==> config.mk <==
export PLATFORM = sky130hd
export DESIGN_NAME = ysyx_24070014_decode_alu_imm
export DESIGN_NICKNAME = d
export VERILOG_FILES = /design/src/rtl/ysyx_24070014_decode_alu_imm.sv
export SDC_FILE = /design/constraint.sdc
export NUM_CORES = 1
export LEC_CHECK = 0
export BUFFER_PORTS_ARGS = -buffer_cell sky130_fd_sc_hd__buf_2
export CAP_MARGIN = 20
export CELL_PAD_IN_SITES_DETAIL_PLACEMENT = 1
export CELL_PAD_IN_SITES_GLOBAL_PLACEMENT = 2
export CORE_MARGIN = 2
export CORE_UTILIZATION = 36
export DETAILED_ROUTE_END_ITERATION = 8
export PLACE_DENSITY_LB_ADDON = 0.1
export RECOVER_POWER = 25
export SLEW_MARGIN = 10
export SYNTH_ARGS = -nofsm -noshare
export SYNTH_HDL_FRONTEND = slang
export SYNTH_SLANG_ARGS = --single-unit
==> constraint.sdc <==
create_clock -name clk -period 11.6 [get_ports clk]
set_input_delay 0.58 -clock clk [delete_from_list [all_inputs] [get_ports clk]]
set_output_delay 0.58 -clock clk [all_outputs]
set_load 0.005 [all_outputs]
==> src/rtl/ysyx_24070014_decode_alu_imm.sv <==
// ----------------------------------------------------------------------------
// ysyx_24070014_decode_alu_imm
//
// Single-stage RV32I decode + immediate generation + ALU + branch resolution.
// Everything is computed combinationally from the current inputs. The results
// are captured on the rising edge of clk, so each output reflects the inputs
// sampled at the previous edge.
//
// Ports
//   clk            in   1   clock, all state changes on rising edge
//   reset          in   1   synchronous, active-high; clears every output
//   inst           in  32   RV32I instruction word
//   pc             in  32   address of inst
//   rs1_data       in  32   register read data for inst[19:15]
//   rs2_data       in  32   register read data for inst[24:20]
//   pc_sel         out  1   0 = pc+4, 1 = alu_out is the next PC
//   reg_write_en   out  1   register writeback enable
//   mem_write_en   out  1   store enable
//   writeback_sel  out  2   0 = memory, 1 = ALU, 2 = pc+4
//   imm            out 32   sign-extended immediate (0 for R-type/illegal)
//   alu_out        out 32   ALU result / branch or jump target
//   ecall          out  1   inst is ECALL
//   ebreak         out  1   inst is EBREAK
//   illegal        out  1   unrecognised opcode/funct combination
// ----------------------------------------------------------------------------
module ysyx_24070014_decode_alu_imm (
   input  logic        clk,
   input  logic        reset,
   input  logic [31:0] inst,
   input  logic [31:0] pc,
   input  logic [31:0] rs1_data,
   input  logic [31:0] rs2_data,
   output logic        pc_sel,
   output logic        reg_write_en,
   output logic        mem_write_en,
   output logic [1:0]  writeback_sel,
   output logic [31:0] imm,
   output logic [31:0] alu_out,
   output logic        ecall,
   output logic        ebreak,
   output logic        illegal
);

   typedef enum logic [3:0] {
      ALU_ADD, ALU_SUB, ALU_SLL, ALU_SLT, ALU_SLTU, ALU_XOR,
      ALU_SRL, ALU_SRA, ALU_OR, ALU_AND, ALU_COPY_B
   } alu_op_t;

   localparam logic [6:0] OPC_LUI    = 7'b0110111;
   localparam logic [6:0] OPC_AUIPC  = 7'b0010111;
   localparam logic [6:0] OPC_JAL    = 7'b1101111;
   localparam logic [6:0] OPC_JALR   = 7'b1100111;
   localparam logic [6:0] OPC_BRANCH = 7'b1100011;
   localparam logic [6:0] OPC_LOAD   = 7'b0000011;
   localparam logic [6:0] OPC_STORE  = 7'b0100011;
   localparam logic [6:0] OPC_OP_IMM = 7'b0010011;
   localparam logic [6:0] OPC_OP     = 7'b0110011;
   localparam logic [6:0] OPC_SYSTEM = 7'b1110011;

   localparam logic [6:0] F7_BASE = 7'b0000000;
   localparam logic [6:0] F7_ALT  = 7'b0100000;

   logic [6:0] opcode;
   logic [2:0] funct3;
   logic [6:0] funct7;

   assign opcode = inst[6:0];
   assign funct3 = inst[14:12];
   assign funct7 = inst[31:25];

   // Immediate formats
   logic [31:0] imm_i, imm_s, imm_b, imm_u, imm_j;

   assign imm_i = {{20{inst[31]}}, inst[31:20]};
   assign imm_s = {{20{inst[31]}}, inst[31:25], inst[11:7]};
   assign imm_b = {{19{inst[31]}}, inst[31], inst[7], inst[30:25], inst[11:8], 1'b0};
   assign imm_u = {inst[31:12], 12'b0};
   assign imm_j = {{11{inst[31]}}, inst[31], inst[19:12], inst[20], inst[30:21], 1'b0};

   // Decode results
   alu_op_t     alu_op;
   logic [31:0] imm_next;
   logic        is_r_type;
   logic        a_is_pc;
   logic        is_jump;
   logic        is_jalr;
   logic        is_branch;
   logic        reg_we_next;
   logic        mem_we_next;
   logic [1:0]  wb_sel_next;
   logic        ecall_next;
   logic        ebreak_next;
   logic        illegal_next;

   // funct3 -> ALU op for the non-alternate encodings shared by OP and OP-IMM
   function automatic alu_op_t base_op(input logic [2:0] f3);
      case (f3)
         3'b000:  base_op = ALU_ADD;
         3'b001:  base_op = ALU_SLL;
         3'b010:  base_op = ALU_SLT;
         3'b011:  base_op = ALU_SLTU;
         3'b100:  base_op = ALU_XOR;
         3'b101:  base_op = ALU_SRL;
         3'b110:  base_op = ALU_OR;
         default: base_op = ALU_AND;
      endcase
   endfunction

   always_comb begin
      alu_op       = ALU_ADD;
      imm_next     = 32'd0;
      is_r_type    = 1'b0;
      a_is_pc      = 1'b0;
      is_jump      = 1'b0;
      is_jalr      = 1'b0;
      is_branch    = 1'b0;
      reg_we_next  = 1'b0;
      mem_we_next  = 1'b0;
      wb_sel_next  = 2'd1;
      ecall_next   = 1'b0;
      ebreak_next  = 1'b0;
      illegal_next = 1'b0;

      case (opcode)
         OPC_LUI: begin
            imm_next    = imm_u;
            alu_op      = ALU_COPY_B;
            reg_we_next = 1'b1;
         end
         OPC_AUIPC: begin
            imm_next    = imm_u;
            a_is_pc     = 1'b1;
            reg_we_next = 1'b1;
         end
         OPC_JAL: begin
            imm_next    = imm_j;
            a_is_pc     = 1'b1;
            is_jump     = 1'b1;
            reg_we_next = 1'b1;
            wb_sel_next = 2'd2;
         end
         OPC_JALR: begin
            if (funct3 == 3'b000) begin
               imm_next    = imm_i;
               is_jump     = 1'b1;
               is_jalr     = 1'b1;
               reg_we_next = 1'b1;
               wb_sel_next = 2'd2;
            end else begin
               illegal_next = 1'b1;
            end
         end
         OPC_BRANCH: begin
            // funct3 010/011 are not defined branch conditions
            if (funct3[2:1] != 2'b01) begin
               imm_next  = imm_b;
               a_is_pc   = 1'b1;
               is_branch = 1'b1;
            end else begin
               illegal_next = 1'b1;
            end
         end
         OPC_LOAD: begin
            // LB LH LW LBU LHU
            if (funct3 != 3'b011 && funct3 != 3'b110 && funct3 != 3'b111) begin
               imm_next    = imm_i;
               reg_we_next = 1'b1;
               wb_sel_next = 2'd0;
            end else begin
               illegal_next = 1'b1;
            end
         end
         OPC_STORE: begin
            // SB SH SW
            if (funct3[2] == 1'b0 && funct3[1:0] != 2'b11) begin
               imm_next    = imm_s;
               mem_we_next = 1'b1;
            end else begin
               illegal_next = 1'b1;
            end
         end
         OPC_OP_IMM: begin
            imm_next    = imm_i;
            reg_we_next = 1'b1;
            alu_op      = base_op(funct3);
            // Only the shift-immediates constrain the upper bits; ADDI and
            // friends use them as immediate, so inst[30] is ignored there.
            if (funct3 == 3'b001) begin
               if (funct7 != F7_BASE) illegal_next = 1'b1;
            end else if (funct3 == 3'b101) begin
               if (funct7 == F7_ALT)       alu_op = ALU_SRA;
               else if (funct7 != F7_BASE) illegal_next = 1'b1;
            end
         end
         OPC_OP: begin
            is_r_type   = 1'b1;
            reg_we_next = 1'b1;
            alu_op      = base_op(funct3);
            if (funct7 == F7_ALT) begin
               if (funct3 == 3'b000)      alu_op = ALU_SUB;
               else if (funct3 == 3'b101) alu_op = ALU_SRA;
               else                       illegal_next = 1'b1;
            end else if (funct7 != F7_BASE) begin
               illegal_next = 1'b1;
            end
         end
         OPC_SYSTEM: begin
            imm_next = imm_i;
            if (inst == 32'h0000_0073)      ecall_next   = 1'b1;
            else if (inst == 32'h0010_0073) ebreak_next  = 1'b1;
            else                            illegal_next = 1'b1;
         end
         default: illegal_next = 1'b1;
      endcase

      // An illegal instruction must not have any side effect
      if (illegal_next) begin
         imm_next    = 32'd0;
         is_jump     = 1'b0;
         is_jalr     = 1'b0;
         is_branch   = 1'b0;
         reg_we_next = 1'b0;
         mem_we_next = 1'b0;
      end
   end

   // ALU datapath
   logic [31:0] op_a, op_b;
   logic [4:0]  shamt;
   logic [31:0] alu_res;
   logic [31:0] alu_out_next;

   assign op_a  = a_is_pc ? pc : rs1_data;
   assign op_b  = is_r_type ? rs2_data : imm_next;
   assign shamt = op_b[4:0];

   always_comb begin
      case (alu_op)
         ALU_ADD:    alu_res = op_a + op_b;
         ALU_SUB:    alu_res = op_a - op_b;
         ALU_SLL:    alu_res = op_a << shamt;
         ALU_SLT:    alu_res = {31'd0, $signed(op_a) < $signed(op_b)};
         ALU_SLTU:   alu_res = {31'd0, op_a < op_b};
         ALU_XOR:    alu_res = op_a ^ op_b;
         ALU_SRL:    alu_res = op_a >> shamt;
         ALU_SRA:    alu_res = $unsigned($signed(op_a) >>> shamt);
         ALU_OR:     alu_res = op_a | op_b;
         ALU_AND:    alu_res = op_a & op_b;
         ALU_COPY_B: alu_res = op_b;
         default:    alu_res = 32'd0;
      endcase
   end

   always_comb begin
      if (illegal_next)  alu_out_next = 32'd0;
      else if (is_jalr)  alu_out_next = alu_res & 32'hFFFF_FFFE;
      else               alu_out_next = alu_res;
   end

   // Branch condition: always rs1 vs rs2, independent of the ALU operands
   logic branch_taken;

   always_comb begin
      case (funct3)
         3'b000:  branch_taken = (rs1_data == rs2_data);
         3'b001:  branch_taken = (rs1_data != rs2_data);
         3'b100:  branch_taken = ($signed(rs1_data) <  $signed(rs2_data));
         3'b101:  branch_taken = ($signed(rs1_data) >= $signed(rs2_data));
         3'b110:  branch_taken = (rs1_data <  rs2_data);
         3'b111:  branch_taken = (rs1_data >= rs2_data);
         default: branch_taken = 1'b0;
      endcase
   end

   logic pc_sel_next;
   assign pc_sel_next = is_jump | (is_branch & branch_taken);

   // Output registers
   always_ff @(posedge clk) begin
      if (reset) begin
         pc_sel        <= 1'b0;
         reg_write_en  <= 1'b0;
         mem_write_en  <= 1'b0;
         writeback_sel <= 2'd0;
         imm           <= 32'd0;
         alu_out       <= 32'd0;
         ecall         <= 1'b0;
         ebreak        <= 1'b0;
         illegal       <= 1'b0;
      end else begin
         pc_sel        <= pc_sel_next;
         reg_write_en  <= reg_we_next;
         mem_write_en  <= mem_we_next;
         writeback_sel <= wb_sel_next;
         imm           <= imm_next;
         alu_out       <= alu_out_next;
         ecall         <= ecall_next;
         ebreak        <= ebreak_next;
         illegal       <= illegal_next;
      end
   end

endmodule

==> results of run 1 <==
power by group:
| group | switching, mW | internal (mW) | leakage (nW) |
|---|---|---|---|
| clock network | 0.148 | 0.175 | 0.150 |
| registers | 0.000992 | 0.249 | 0.581 |
| logic | 0.251 | 0.118 | 5.99 |
| total | 0.400 | 0.543 | 6.72 |
state kept, by name, summed over array words and instances, names as in the netlist:
name and count:
illegal 1, pc_sel 1, writeback_sel 2, ebreak 1, ecall 1, alu_out 32
reg_write_en 1, mem_write_en 1, imm 32
placed cells by master, fill, tap and decap left out, drive strengths merged, types with 26 or more instances in the layout:
cell type | Yosys | final
a211oi | 28 | 28
a21o | 36 | 36
a21oi | 156 | 156
a221oi | 27 | 27
a22oi | 45 | 45
a31oi | 32 | 32
buf | 53 | 228
clkbuf | 76 | 34
dfxtp | 72 | 72
ha | 129 | 129
inv | 133 | 136
mux2i | 137 | 137
nand2 | 183 | 183
nand3 | 36 | 36
nor2 | 182 | 182
nor3 | 45 | 45
o211ai | 26 | 26
o21ai | 111 | 111
o22ai | 45 | 45
xnor2 | 27 | 27
stage by stage:
stage	cells	area (um^2)	total power, mW	hold WS [ns]
floorplan	1908	13360	0.4538	0.6491
global placement	2497	14760	0.6030	0.8711
detailed placement	2497	14760	0.6064	0.8788
CTS	2513	15070	0.9277	0.4677
global route	2515	15050	0.9676	0.4820
finish	2516	15050	0.9422	0.4787
metal layers:
layer | part of all wire | wire (um) | GRT usage
met5 | 0.00014 | 12 | 0
met4 | 0.058 | 4923 | 0.2270
met3 | 0.11 | 9108 | 0.1141
met2 | 0.42 | 35890 | 0.6480
met1 | 0.41 | 34880 | 0.5627
logic make-up (layout without fill, tap and decap cells):
| kind of cell | count (synthesis) | count (layout) |
|---|---|---|
| simple gates | 574 | 574 |
| fa+ha+maj | 131 | 131 |
| mux | 150 | 150 |
| flops | 72 | 72 |
| compound gates | 686 | 686 |
| other cells | 0 | 1 |
| xor+xnor | 33 | 33 |
| buf+inv | 262 | 401 |
final cells by class:
class,count,share of cell area
Inverter,133,0.03350
Timing Repair Buffer,252,0.09003
Multi-Input combinational cell,1574,0.7210
Antenna cell,1,0.0001663
Tap cell,468,0.03890
Sequential cell,72,0.09576
Clock inverter,6,0.004821
Clock buffer,10,0.01588
worst max path at each step:
stage | start | end | slack, ns
2_1_floorplan | inst[4] | alu_out[30]$_SDFF_PP0_ | 5.78
3_3_place_gp | inst[14] | alu_out[30]$_SDFF_PP0_ | 4.31
3_5_place_dp | inst[5] | alu_out[30]$_SDFF_PP0_ | 4.25
4_1_cts | inst[5] | alu_out[30]$_SDFF_PP0_ | 4.61
5_1_grt | inst[5] | alu_out[30]$_SDFF_PP0_ | 3.96
6_report | inst[5] | alu_out[30]$_SDFF_PP0_ | 4.33
==> results.md, run 1 <==
* Vias at 17.24k
* Register area at 1441 um^2
* Placer congestion estimate at 1.103
* Setup TNS at 0 ns
* Worst VDD drop at 77.90 uV
* Syn avg cell area at 7.002 um^2
* HP Class: in -> reg
* Setup WS pre-CTS at 4.251 ns
* CP arrival at 7.58 ns
* DR pass1 iterations at 6
* Final core utilization at 0.4111
* Commonest cells in the netlist: nand2_1 (182), nor2_1 (182), a21oi_1 (155), mux2i_1 (134)
* CTS tree: built
* Syn_nets at 2169
* Grt ovf at 0
* Wire per inst at 33.71 um
* Status: complete, no violations
* Normalized max-slew margin at 0.2138
* Final Net Count at 2303
* CTS buffer count at 9
* Synth top area cells: ha_1 (12%), dfxtp_1 (11%), mux2i_1 (10%)
* RSZ-0062 raised after global routing: false
* DRC Markers at 0
* DRT antenna net count at 0
* # hold bufs at CTS at 0
* Final wirelength at 84820 um
* Delay-heaviest family, CP: compound AO/OA/AOI/OAI gates
* Fin crit share at 0.6266
* H-tree Lvls at 3
* Crit path largest cell delay at 0.86 ns
* Simple logic cell fraction of the synthesized area at 0.1985
* Hold Crit Depth at 2
* # rows at 70
* Area added between synthesis and finish at 12.67%
* Max Slew Vio Count at 0
* CP Capture Type: register
* Async S/R FF share, synth at 0
* Synth unique cells at 89
* Port bufs at 201
* Area of the multi-input gates at 10850 um^2
* First-pass GRT wire length at 120900 um
* Post-synth EDFFs at 0
* Seq/Total Area, Yosys at 0.1079
* WP buf/inv at 3
* Die ar. at 38670 um^2
* Clock Sinks at 72
* Final hold viol count at 0
* Vias in the first global route at 16.79k
* Worst-path clk slew at 0.07 ns
* Worst path cell trace: buf_2 > nor2b_1 > nand4b_1 > o211ai_4 > buf_4 > mux2i_1 > inv_1 > ha_1 > or3_1 > a2111oi_0 > nor3_1 > o41ai_1 > a2111oi_0 > o41ai_1 > a21oi_1 > o31ai_1 > xnor2_1 > nand2_1 > a41oi_1
* Initial antenna violation count at 2
* Initial drt markers at 2340
* Hold endpoint: ecall$_SDFF_PP0_
* Hold Crit Start: inst[20]
* Leakage at 6.721 nW
* Hpwl dp at 67640 um
* Cells after Synth at 1908
* Flops & latches, synth at 72
* Routed vias/inst at 6.851
* Number of fill cells at 4713
* Setup bufs post-CTS at 0
* Max FO, Critical Path at 33
* Ys Warns at 0
* CTS resizes at 0
* Adder-Cell Fraction of Synth Area at 0.1238
* Pwr dens at 62.60 nW/um^2
* Startpoint types: primary input
* Die height at 196.6 um
* Number of top-level pins at 202
* Clk buf depth at 2
* Synth Cell Area at 13360 um^2
* Setup Viol. Count Final at 0
* Mux cell area share after synthesis at 0.1161
* Top_reg_cell synth: dfxtp_1
* Worst Path Required at 11.91 ns
* Worst path slowest cell: a2111oi_0
* Total global-route track usage at 0.4306
* Largest net degree at the start of global routing at 52
* Layout cells sized above 1 at 0.1436
* Die X at 196.6 um
* Final setup margin at 4.331 ns
* CP Class: in -> reg
* MaxCap Viol Count at 0
* Largest family of logic cells by synthesized area: compound AO/OA/AOI/OAI gates
* Highest clock rate at 0.1376 GHz
* Compound-Gate Fraction of Synth Area at 0.3503
* Placeable core area at 36610 um^2
* Tightest Pin Transition at 1.179 ns
* Area leader, netlist: ha_1
* Yosys top cell area share at 0.1208
* Fin crit period at 7.269 ns
* Post-Synth XOR/XNOR Area at 0.02164
* Critical path depth at 19
* Clock root cell: clkbuf_16
* Initial cell density of the core at 0.3649
Power figures use the tool's default switching activity.
==> run 2, diff against run 1 <==
- CORE_UTILIZATION: 36 -> 33
- clock period: 11.6 -> 7.6 ns (I/O delays scaled with it)
==> run 2 against run 1 <==
- global-route usage fell by 2.5 points
- hold slack worse by 0.22 ns
- count of clock-buffer cells in the layout down 1
==> results.md, run 2 (synthesis gave the netlist of run 1 again) <==
* Area after DPL at 15000 um^2 (+1.7%)
* CTS resizes at 0 (unchanged)
* Layout cells sized above 1 at 0.1537 (+0.01007)
* Die X at 205.2 um (+4.4%)
* Number of top-level pins at 202 (unchanged)
* H-tree Lvls at 3 (unchanged)
* NetSw at 0.6245 mW (+56%)
* Hold Crit Depth at 2 (unchanged)
* Design Area, Final at 15280 um^2 (+1.5%)
* Normalized max-slew margin at 0.2594 (+0.04565)
* Port bufs at 201 (unchanged)
* Fin crit period at 6.776 ns
* Initial cell density of the core at 0.3355 (-0.02944)
* Sw Ratio at 0.4314 (+0.007222)
* Clock root cell: clkbuf_16
* DRT antenna net count at 0 (unchanged)
* Max FO, Critical Path at 26 (-21%)
* Commonest non-fill, non-tap cell in the layout: nand2_1
* Placer congestion estimate at 1.041 (-5.6%)
* Worst VDD drop at 110.1 uV (+41%)
* CP arrival at 7.10 ns (-0.48 ns)
* Pwr dens at 94.74 nW/um^2 (+51%)
* Setup WS pre-CTS at 0.6022 ns (-3.649 ns)
* Regs by FF count: alu_out (32), imm (32), writeback_sel (2)
* Crit path largest cell delay at 0.95 ns (+0.09 ns)
* Register share of total power at 0.264 (-0.002)
* Die ar. at 42110 um^2 (+8.9%)
* Most frequent cells in the layout: nand2_1 (182), nor2_1 (181), buf_2 (179)
* Highest clock rate at 0.1476 GHz
* MaxCap Viol Count at 0 (unchanged)
* Worst path slowest cell: o41ai_1
* DR pass1 iterations at 6 (unchanged)
* Placeable core area at 39820 um^2 (+8.8%)
* Clock Power Share at 0.340 (-0.003)
* Hpwl dp at 68950 um (+1.9%)
* Die height at 205.2 um (+4.4%)
* Tightest Pin Transition at 1.111 ns (-0.06848 ns)
* DRC Markers at 0 (unchanged)
* Combinational share of power at 0.396 (+0.004)
* Wire per inst at 33.29 um (-1.3%)
* Worst Path Required at 7.92 ns (-3.99 ns)
* CP Capture Type: register
* Largest net degree at the start of global routing at 52 (unchanged)
* Clock Sinks at 72 (unchanged)
* Vias at 17.06k (-1.0%)
* Routed vias/inst at 6.574 (-4.0%)
* Hold_ws at 0.2545 ns (-0.2242 ns)
* Leakage at 6.834 nW (+1.7%)
* CTS buffer count at 9 (unchanged)
* Final core utilization at 0.3837 (-0.02742)
* Initial drt markers at 2038 (-13%)
* RSZ-0062 raised after global routing: false
* Setup TNS at 0 ns (unchanged)
* Worst path cell trace: buf_2 > nor3_4 > nand3_1 > o31ai_1 > nand3_2 > or2_2 > nor3b_1 > a22oi_1 > ha_1 > o41ai_1 > nor3_1 > a2111oi_0 > o41ai_1 > a21oi_1 > nor3_1 > a221o_1 > a211oi_1
* CTS tree: built
* Setup Viol. Count Final at 0 (unchanged)
* Fin crit share at 0.8916
* Final hold viol count at 0 (unchanged)
* CP Class: in -> reg
* Clk buf depth at 2 (unchanged)
* # hold bufs at CTS at 0 (unchanged)
* Setup bufs post-CTS at 0 (unchanged)
* Int Power at 0.8232 mW (+52%)
* # rows at 73 (+4.3%)
* Worst-path clk slew at 0.08 ns (about the same)
* Startpoint types: primary input
* Total global-route track usage at 0.4056 (-0.02500)
* Initial antenna violation count at 3 (+1)
* HP Class: in -> reg
* Final setup margin at 0.8242 ns (-3.507 ns)
* Grt ovf at 0 (unchanged)
* Vias in the first global route at 16.37k (-2.5%)
* Status: complete, no violations
* Max Slew Vio Count at 0 (unchanged)
* Final Net Count at 2326 (+1.0%)
* Area added between synthesis and finish at 14.39%
* First-pass GRT wire length at 122200 um (+1.1%)
* Final wirelength at 86380 um (+1.8%)
## run 2: cell types whose count changed in the layout (fill, tap and decap cells not counted), sizes merged
| cell | change |
|---|---|
| buf | +24 |
| clkbuf | -2 |
| clkinv | +1 |
| inv | -1 |
## run 2: final timing paths
check                 startpoint                    end  slack, ns
worst max-delay path    inst[12]  alu_out[0]$_SDFF_PP0_       0.82
worst min-delay path       reset     illegal$_SDFF_PP0_       0.25
## run 2: worst max-delay path, delay by kind of cell
kind,cells,cell delay (ns)
AND/OR/NAND/NOR,7,2.64
adder cells (fa/ha/maj),1,0.34
AO/OA/AOI/OAI,8,3.49
buffers and inverters,1,0.25
## run 2: through the flow
stage                     cells  total power [mW]
after floorplan            1908            0.6926
after global placement     2577            0.9335
after detailed placement   2577            0.9389
after CTS                  2592             1.429
after global routing       2594             1.491
final                      2595             1.448
## run 2: final cells by class
type | instances | area (um^2)
antenna | 1 | 2.502
clock buffer | 9 | 225.2
clock inverter | 6 | 68.82
fill | 5114 | 24540
inverter | 133 | 504.2
multi-input combinational | 1574 | 10850
sequential | 72 | 1441
tap | 525 | 656.9
timing repair buffer | 275 | 1530
## run 2: per-layer routing
layer | share of wire | GRT usage | routed length, um
met4 | 0.046 | 0.1747 | 4010
met1 | 0.42 | 0.5431 | 36670
met3 | 0.099 | 0.09883 | 8515
met5 | 0.00015 | 0 | 13
met2 | 0.43 | 0.6168 | 37170
## run 2: power by group through the flow
| stage | sequential [mW] | clock, mW | combinational [mW] |
|---|---|---|---|
| 5_1_grt | 0.382 | 0.508 | 0.600 |
| 3_5_place_dp | 0.391 | 0 | 0.548 |
| 3_3_place_gp | 0.391 | 0 | 0.543 |
| 2_1_floorplan | 0.391 | 0 | 0.302 |
| 6_report | 0.382 | 0.492 | 0.573 |
| 4_1_cts | 0.382 | 0.496 | 0.551 |
